$ cat src/rtl/ceespu_writeback.sv
// Execute-to-writeback stage behind ceespu_alu: registers ALU results into the
// register-file write port, owns the carry flag and stalls issue during multi-cycle ops.
module ceespu_writeback #(
    parameter int DATA_WIDTH     = 32,
    parameter int REG_ADDR_WIDTH = 5,
    parameter int MC_TIMEOUT     = 64
) (
    input  logic                      I_clk,
    input  logic                      I_rst,
    input  logic                      I_valid,
    input  logic [REG_ADDR_WIDTH-1:0] I_rd,
    input  logic                      I_wbEnable,
    input  logic                      I_setCarry,
    input  logic                      I_multiCycle,
    input  logic [DATA_WIDTH-1:0]     I_dataResult,
    input  logic                      I_Cout,
    input  logic                      I_dataReady,
    output logic                      O_stall,
    output logic                      O_carry,
    output logic                      O_regWe,
    output logic [REG_ADDR_WIDTH-1:0] O_regAddr,
    output logic [DATA_WIDTH-1:0]     O_regData,
    output logic                      O_timeout
);

    localparam int CNT_W = (MC_TIMEOUT > 2) ? $clog2(MC_TIMEOUT) : 1;
    localparam logic [CNT_W-1:0] CNT_LAST = CNT_W'(MC_TIMEOUT - 1);
    localparam logic [REG_ADDR_WIDTH-1:0] REG_ZERO = {REG_ADDR_WIDTH{1'b0}};

    typedef enum logic [0:0] {
        ST_IDLE = 1'b0,
        ST_WAIT = 1'b1
    } state_t;

    state_t                    state_r;
    logic [CNT_W-1:0]          cnt_r;
    logic [REG_ADDR_WIDTH-1:0] rd_r;
    logic                      wb_en_r;
    logic                      set_carry_r;
    logic                      carry_r;
    logic                      reg_we_r;
    logic [REG_ADDR_WIDTH-1:0] reg_addr_r;
    logic [DATA_WIDTH-1:0]     reg_data_r;
    logic                      timeout_r;
    logic                      stall_s;

    // Issue/complete FSM with watchdog; write port only moves on a real write so it holds otherwise.
    always_ff @(posedge I_clk) begin
        if (I_rst) begin
            state_r     <= ST_IDLE;
            cnt_r       <= {CNT_W{1'b0}};
            rd_r        <= REG_ZERO;
            wb_en_r     <= 1'b0;
            set_carry_r <= 1'b0;
            carry_r     <= 1'b0;
            reg_we_r    <= 1'b0;
            reg_addr_r  <= REG_ZERO;
            reg_data_r  <= {DATA_WIDTH{1'b0}};
            timeout_r   <= 1'b0;
        end else begin
            reg_we_r <= 1'b0;
            case (state_r)
                ST_IDLE: begin
                    if (I_valid && I_multiCycle) begin
                        rd_r        <= I_rd;
                        wb_en_r     <= I_wbEnable;
                        set_carry_r <= I_setCarry;
                        cnt_r       <= {CNT_W{1'b0}};
                        state_r     <= ST_WAIT;
                    end else if (I_valid) begin
                        if (I_wbEnable && (I_rd != REG_ZERO)) begin
                            reg_we_r   <= 1'b1;
                            reg_addr_r <= I_rd;
                            reg_data_r <= I_dataResult;
                        end else begin
                            reg_we_r <= 1'b0;
                        end
                        if (I_setCarry) begin
                            carry_r <= I_Cout;
                        end else begin
                            carry_r <= carry_r;
                        end
                    end else begin
                        state_r <= ST_IDLE;
                    end
                end
                ST_WAIT: begin
                    // A late result arriving on the timeout cycle still completes normally.
                    if (I_dataReady) begin
                        if (wb_en_r && (rd_r != REG_ZERO)) begin
                            reg_we_r   <= 1'b1;
                            reg_addr_r <= rd_r;
                            reg_data_r <= I_dataResult;
                        end else begin
                            reg_we_r <= 1'b0;
                        end
                        if (set_carry_r) begin
                            carry_r <= I_Cout;
                        end else begin
                            carry_r <= carry_r;
                        end
                        state_r <= ST_IDLE;
                    end else if (cnt_r == CNT_LAST) begin
                        timeout_r <= 1'b1;
                        state_r   <= ST_IDLE;
                    end else begin
                        cnt_r <= cnt_r + {{(CNT_W-1){1'b0}}, 1'b1};
                    end
                end
                default: begin
                    state_r <= ST_IDLE;
                end
            endcase
        end
    end

    // Stall covers the issue cycle and every WAIT cycle that does not deliver the result.
    always_comb begin
        stall_s = 1'b0;
        case (state_r)
            ST_IDLE: stall_s = I_valid && I_multiCycle;
            ST_WAIT: stall_s = !I_dataReady;
            default: stall_s = 1'b0;
        endcase
    end

    assign O_stall   = stall_s;
    assign O_carry   = carry_r;
    assign O_regWe   = reg_we_r;
    assign O_regAddr = reg_addr_r;
    assign O_regData = reg_data_r;
    assign O_timeout = timeout_r;

endmodule
$ cat config.mk
export PLATFORM = sky130hd
export DESIGN_NAME = ceespu_writeback
export DESIGN_NICKNAME = d
export VERILOG_FILES = /design/src/rtl/ceespu_writeback.sv
export SDC_FILE = /design/constraint.sdc
export NUM_CORES = 1
export LEC_CHECK = 0
export BUFFER_PORTS_ARGS = -buffer_cell sky130_fd_sc_hd__buf_2
export CORE_ASPECT_RATIO = 1.4
export CORE_MARGIN = 3
export CORE_UTILIZATION = 40
export CTS_CLUSTER_DIAMETER = 200
export DETAILED_ROUTE_END_ITERATION = 8
export GPL_ROUTABILITY_DRIVEN = 0
export MAX_ROUTING_LAYER = met4
export PLACE_DENSITY = 0.8
export SYNTH_ARGS = -nofsm -noshare
export SYNTH_HDL_FRONTEND = slang
export SYNTH_SLANG_ARGS = --single-unit
$ cat constraint.sdc
create_clock -name I_clk -period 1.5 [get_ports I_clk]
set_clock_uncertainty 0.1 [all_clocks]
set_input_delay 0.3 -clock I_clk [delete_from_list [all_inputs] [get_ports I_clk]]
set_output_delay 0.3 -clock I_clk [all_outputs]
set_load 0.01 [all_outputs]
# Word-level counts from Yosys, hierarchy flattened
# Index checks and enable logic that the tools add are counted.
# classes
n_eq_ne	11
add_sub_neg	1
n_bitwise	2
mux	33
reduce_logical	11
# op_table
operator	n
$mux W32	5
$pmux W32 S2	1
$mux W5	5
$mux W6	3
$ne A2 B2 Y1 const B	8
$mux W1	13
$pmux W6 S2	1
$pmux W5 S2	1
$reduce_and A5 Y1	2
$reduce_bool A5 Y1	2
$pmux W1 S2	4
$add A6 B1 Y6 const B	1
$eq A6 B6 Y1 const B	1
$reduce_and A3 Y1	2
$ne A2 B1 Y1 const B	2
$logic_and A1 B1 Y1	3
$not A1 Y1	2
$reduce_and A2 Y1	1
$logic_not A1 Y1	1
# word_totals
wordCells	68
regBits	54
input_bits	45

# Longest topological paths before layout
# logic_depth
word_depth	6
depth_mapped	6

# Worst setup path before layout
# OpenSTA, ideal clock, no wires.
# synth_path
kind	flip-flop to flip-flop
from	reg cnt_r[0]
to	reg cnt_r[5]
t_required_ps	1328
path_stages_with_launch	6
setup_slack_ps	-58
arrival_time_ps	1387
cell_sequence	dfxtp_1 > ha_1 > and3_1 > a21o_1 > a211oi_1 > mux2i_1
# synth_via
elab_chain_cells	4
# synth_rtl
element	line_no	text
start, declared	36	logic [CNT_W-1:0] cnt_r;
start signal, assigned	51	cnt_r <= {CNT_W{1'b0}};
start signal, assigned	68	cnt_r <= {CNT_W{1'b0}};
start signal, assigned	107	cnt_r <= cnt_r + {{(CNT_W-1){1'b0}}, 1'b1};
$add A6 B1 Y6	107	
$mux W6	103	end else if (cnt_r == CNT_LAST) begin
$mux W6	89	if (I_dataReady) begin
$pmux W6 S2	62	case (state_r)
# Several ways; a longest one is shown, not always the timed one. The select of a mux whose other input is x is not followed.
# A chain may end at the register's enable or synchronous reset.

# Worst setup path in the final report
# layout_path
from	reg rd_r[4]
to	reg reg_data_r[31], in the netlist O_regData[31]
# layout_via
elab_chain_cells	4
# layout_rtl
element	line_no	text
start, declared	37	logic [REG_ADDR_WIDTH-1:0] rd_r;
start signal, assigned	65	rd_r <= I_rd;
$reduce_bool A5 Y1	90	if (wb_en_r && (rd_r != REG_ZERO)) begin
$logic_and A1 B1 Y1	90	
$ne A2 B1 Y1 (no line)	n/a	
$reduce_and A5 Y1 (no line)	n/a	
end signal, assigned	58	reg_data_r <= {DATA_WIDTH{1'b0}};
end signal, assigned	74	reg_data_r <= I_dataResult;
end signal, assigned	93	reg_data_r <= I_dataResult;
end, declared	43	logic [DATA_WIDTH-1:0] reg_data_r;
# Every way passes these cells.

==> results.sh <==
export IMPL_status="finished, violations left"
export IMPL_violations="negative setup slack"
export IMPL_die_h_um=96.7
export IMPL_finalSetupViolations=38
export IMPL_min_to="O_regData[6]"
export IMPL_synth_top_area_share_pct=46.0
export IMPL_ios=86
export IMPL_leakagePower_nw=1.44
export IMPL_nFillCells=510
export IMPL_slew_headroom_pct=78.5
export IMPL_grt_max_degree=26
export IMPL_cts_buffer_depth=2
export IMPL_drv_cap=0
export IMPL_first_pass_iters=4
export IMPL_path_clk_slew_ps=90
export IMPL_muxShareOfSynthArea_pct=4.26
export IMPL_drive_gt1_share_pct=47.6
export IMPL_gr_usage_all_layers_pct=19.2
export IMPL_r2r_worst_path_cells=7
export IMPL_fin_ws_ps=-123
export IMPL_wl_per_cell_um=15.0
export IMPL_drv_slew=0
export IMPL_rsz0062_at_grt="yes"
export IMPL_synth_compound_area_share_pct=23.9
export IMPL_synth_top_family_by_area="compound AO/OA/AOI/OAI gates"
export IMPL_io_buffers=85
export IMPL_synth_edf_count=0
export IMPL_clk_latency_ps=300
export IMPL_die_w_um=70.8
export IMPL_syn2layout_area_growth_pct=45.0
export IMPL_core_um2=5610
export IMPL_postRouteAntennaNets=0
export IMPL_p_per_area_nw_per_um2=861
export IMPL_worstSetupPathType="flip-flop to flip-flop"
export IMPL_initial_core_util_pct=41.9
export IMPL_cts_root_buffer="clkbuf_8"
export IMPL_synth_main_ff_cell="dfxtp_1"
export IMPL_cts_tree="built"
export IMPL_postPlaceCellArea_um2=3020
export IMPL_grt_pass1_vias=2307
export IMPL_ys_seq_area_share_pct=46.0
export IMPL_startpoint_type="flip-flop"
export IMPL_avgSynthCellArea_um2=8.93
export IMPL_place_ws_ps=-119
export IMPL_rr_startpoint="rd_r[4]"
export IMPL_synth_seq_cells=54
export IMPL_syn_nets=309
export IMPL_dp_hpwl_um=4610
export IMPL_yosys_warnings=0
export IMPL_routed_wl_um=6610
export IMPL_drt_iter0_drc=84
export IMPL_overflow=0
export IMPL_synth_xor_area_share_pct=0
export IMPL_worstPathRequired_ps=1600
export IMPL_ys_top_cells_by_area="dfxtp_1 (46%), a21oi_1 (11%), nand3_1 (8.3%)"
export IMPL_syn_inst=263
export IMPL_fin_area_um2=3400
export IMPL_grt_pass1_wl_um=10800
export IMPL_power_total_mw=2.93
export IMPL_fin_crit_sh_pct=108
export IMPL_worst_ep_arrival_time_ps=1720
export IMPL_rr_endpoint="O_regData[31]"
export IMPL_synth_simple_gate_area_share_pct=18.1
export IMPL_cts_made_buffers=5
export IMPL_hp_class="primary input to flip-flop"
export IMPL_async_flop_share_pct=0
export IMPL_r2r_slack_ps=-120
export IMPL_die_area_um2=6840
export IMPL_clock_sinks=54
export IMPL_hold_viol_final=0
export IMPL_critPathMaxFanout=8
export IMPL_setup_tns_final_ps=-2380
export IMPL_synth_top_area_cell="dfxtp_1"
export IMPL_min_from="I_dataResult[6]"
export IMPL_fmax_ghz=0.616
export IMPL_htree_levels=2
export IMPL_vias=2374
export IMPL_holdPathStages=3
export IMPL_synth_area_um2=2350
export IMPL_yosysUniqueCellTypes=33
export IMPL_fp_row_count=32
export IMPL_synthAdderAreaFrac_pct=0.533
export IMPL_drc=0
export IMPL_layout_min_cycle_time_ps=1620
export IMPL_nets=420
export IMPL_endpoint_kind="flip-flop"
export IMPL_via_per_inst=5.37
export IMPL_peakVddDrop_mv=0.416
export IMPL_diodes=0
export IMPL_worstMarginPinSlew_ps=322
export IMPL_grt_antenna_before_repair=0
[cell usage after synthesis, types with 2 or more instances]
library cell  count
nand2b_1          2
clkbuf_1          6
buf_6             8
inv_1             4
nand2_1          18
or3_1             4
a21oi_1          50
a211oi_1          6
buf_2             7
nor2_1            3
mux2i_1          10
dfxtp_1          54
nor4_4            2
o21ai_1          29
nand3_1          39
o21ai_0           4
[layer usage]
layer | GRT usage (%) | vias up | wire length, µm
met2 | 33.7 | 70 | 3610
met5 | - | - | 0
li1 | - | 1173 | -
met3 | 4.16 | 12 | 350
met4 | 5.21 | 0 | 118
met1 | 21.7 | 1119 | 2530
[layout by cell type, fill, tap and decap left out, types with 6 or more instances in the layout]
cell type / count
buf_2: 84
dfxtp_1: 49
a21oi_1: 40
nand3_1: 30
buf_4: 29
o21ai_1: 26
nand2_1: 17
a21oi_2: 10
mux2i_1: 10
nand3_2: 7
buf_12: 7
o21ai_2: 6
[final cells by class]
| type | instances | area, µm² | area share [%] |
|---|---|---|---|
| clock buffer | 6 | 72.6 | 2.13 |
| clock inverter | 1 | 7.51 | 0.221 |
| inverter | 4 | 15.0 | 0.441 |
| multi-input combinational | 183 | 1270 | 37.4 |
| sequential | 54 | 1090 | 32.0 |
| tap | 68 | 85.1 | 2.50 |
| timing repair buffer | 126 | 860 | 25.2 |
[stage by stage]
stage                     utilization, %  hold WS (ps)  cells
after global placement              54.0           345    428
final                               60.7           131    442
after global routing                60.7           124    442
after floorplan                        -           336    263
after CTS                           57.4           129    439
after detailed placement            54.0           364    428
[worst max-delay path, stage by stage (launching register included)]
cell       delay, ps
dfxtp_2          340
nor4_4           310
buf_4            180
a32oi_4          130
buf_12           170
clkbuf_16        160
nand3_2           80
a21oi_2           40
[sequential cells by signal (all words and copies together) (netlist names)]
register     flops
O_regData       32
cnt_r            6
O_regAddr        5
rd_r             5
O_carry          1
O_regWe          1
O_timeout        1
set_carry_r      1
state_r          1
wb_en_r          1
[where the power goes]
group / total [mW] / internal, mW / switching (mW)
Sequential: 1.54 / 1.50 / 0.0383
Clock: 0.774 / 0.321 / 0.453
Combinational: 0.622 / 0.294 / 0.328
[what timing repair did]
item	in CTS	in global routing
gates cloned	0	1
setup buffers	4	3
pin swaps	7	13
gates resized for setup	17	38
hold buffers	0	0
setup endpoints to repair	41	44
hold endpoints to repair	0	0
[cell families (layout without fill, tap and decap cells)]
| logic type | Yosys count | after routing |
|---|---|---|
| flops | 54 | 54 |
| buf+inv | 26 | 137 |
| simple gates | 75 | 75 |
| fa+ha+maj | 1 | 1 |
| compound gates | 97 | 97 |
| mux | 10 | 10 |
[worst max-delay path by stage]
stage / endpoint / slack [ps] / from
2_1_floorplan: O_stall / -5 / state_r
6_report: O_regData[31] / -120 / rd_r[4]
5_1_grt: O_regData[25] / -160 / rd_r[4]
3_5_place_dp: O_regAddr[4] / -120 / rd_r[4]
4_1_cts: O_stall / -90 / state_r
3_3_place_gp: O_regData[2] / -80 / I_multiCycle
No activity file was read; power rests on OpenSTA's default activity.
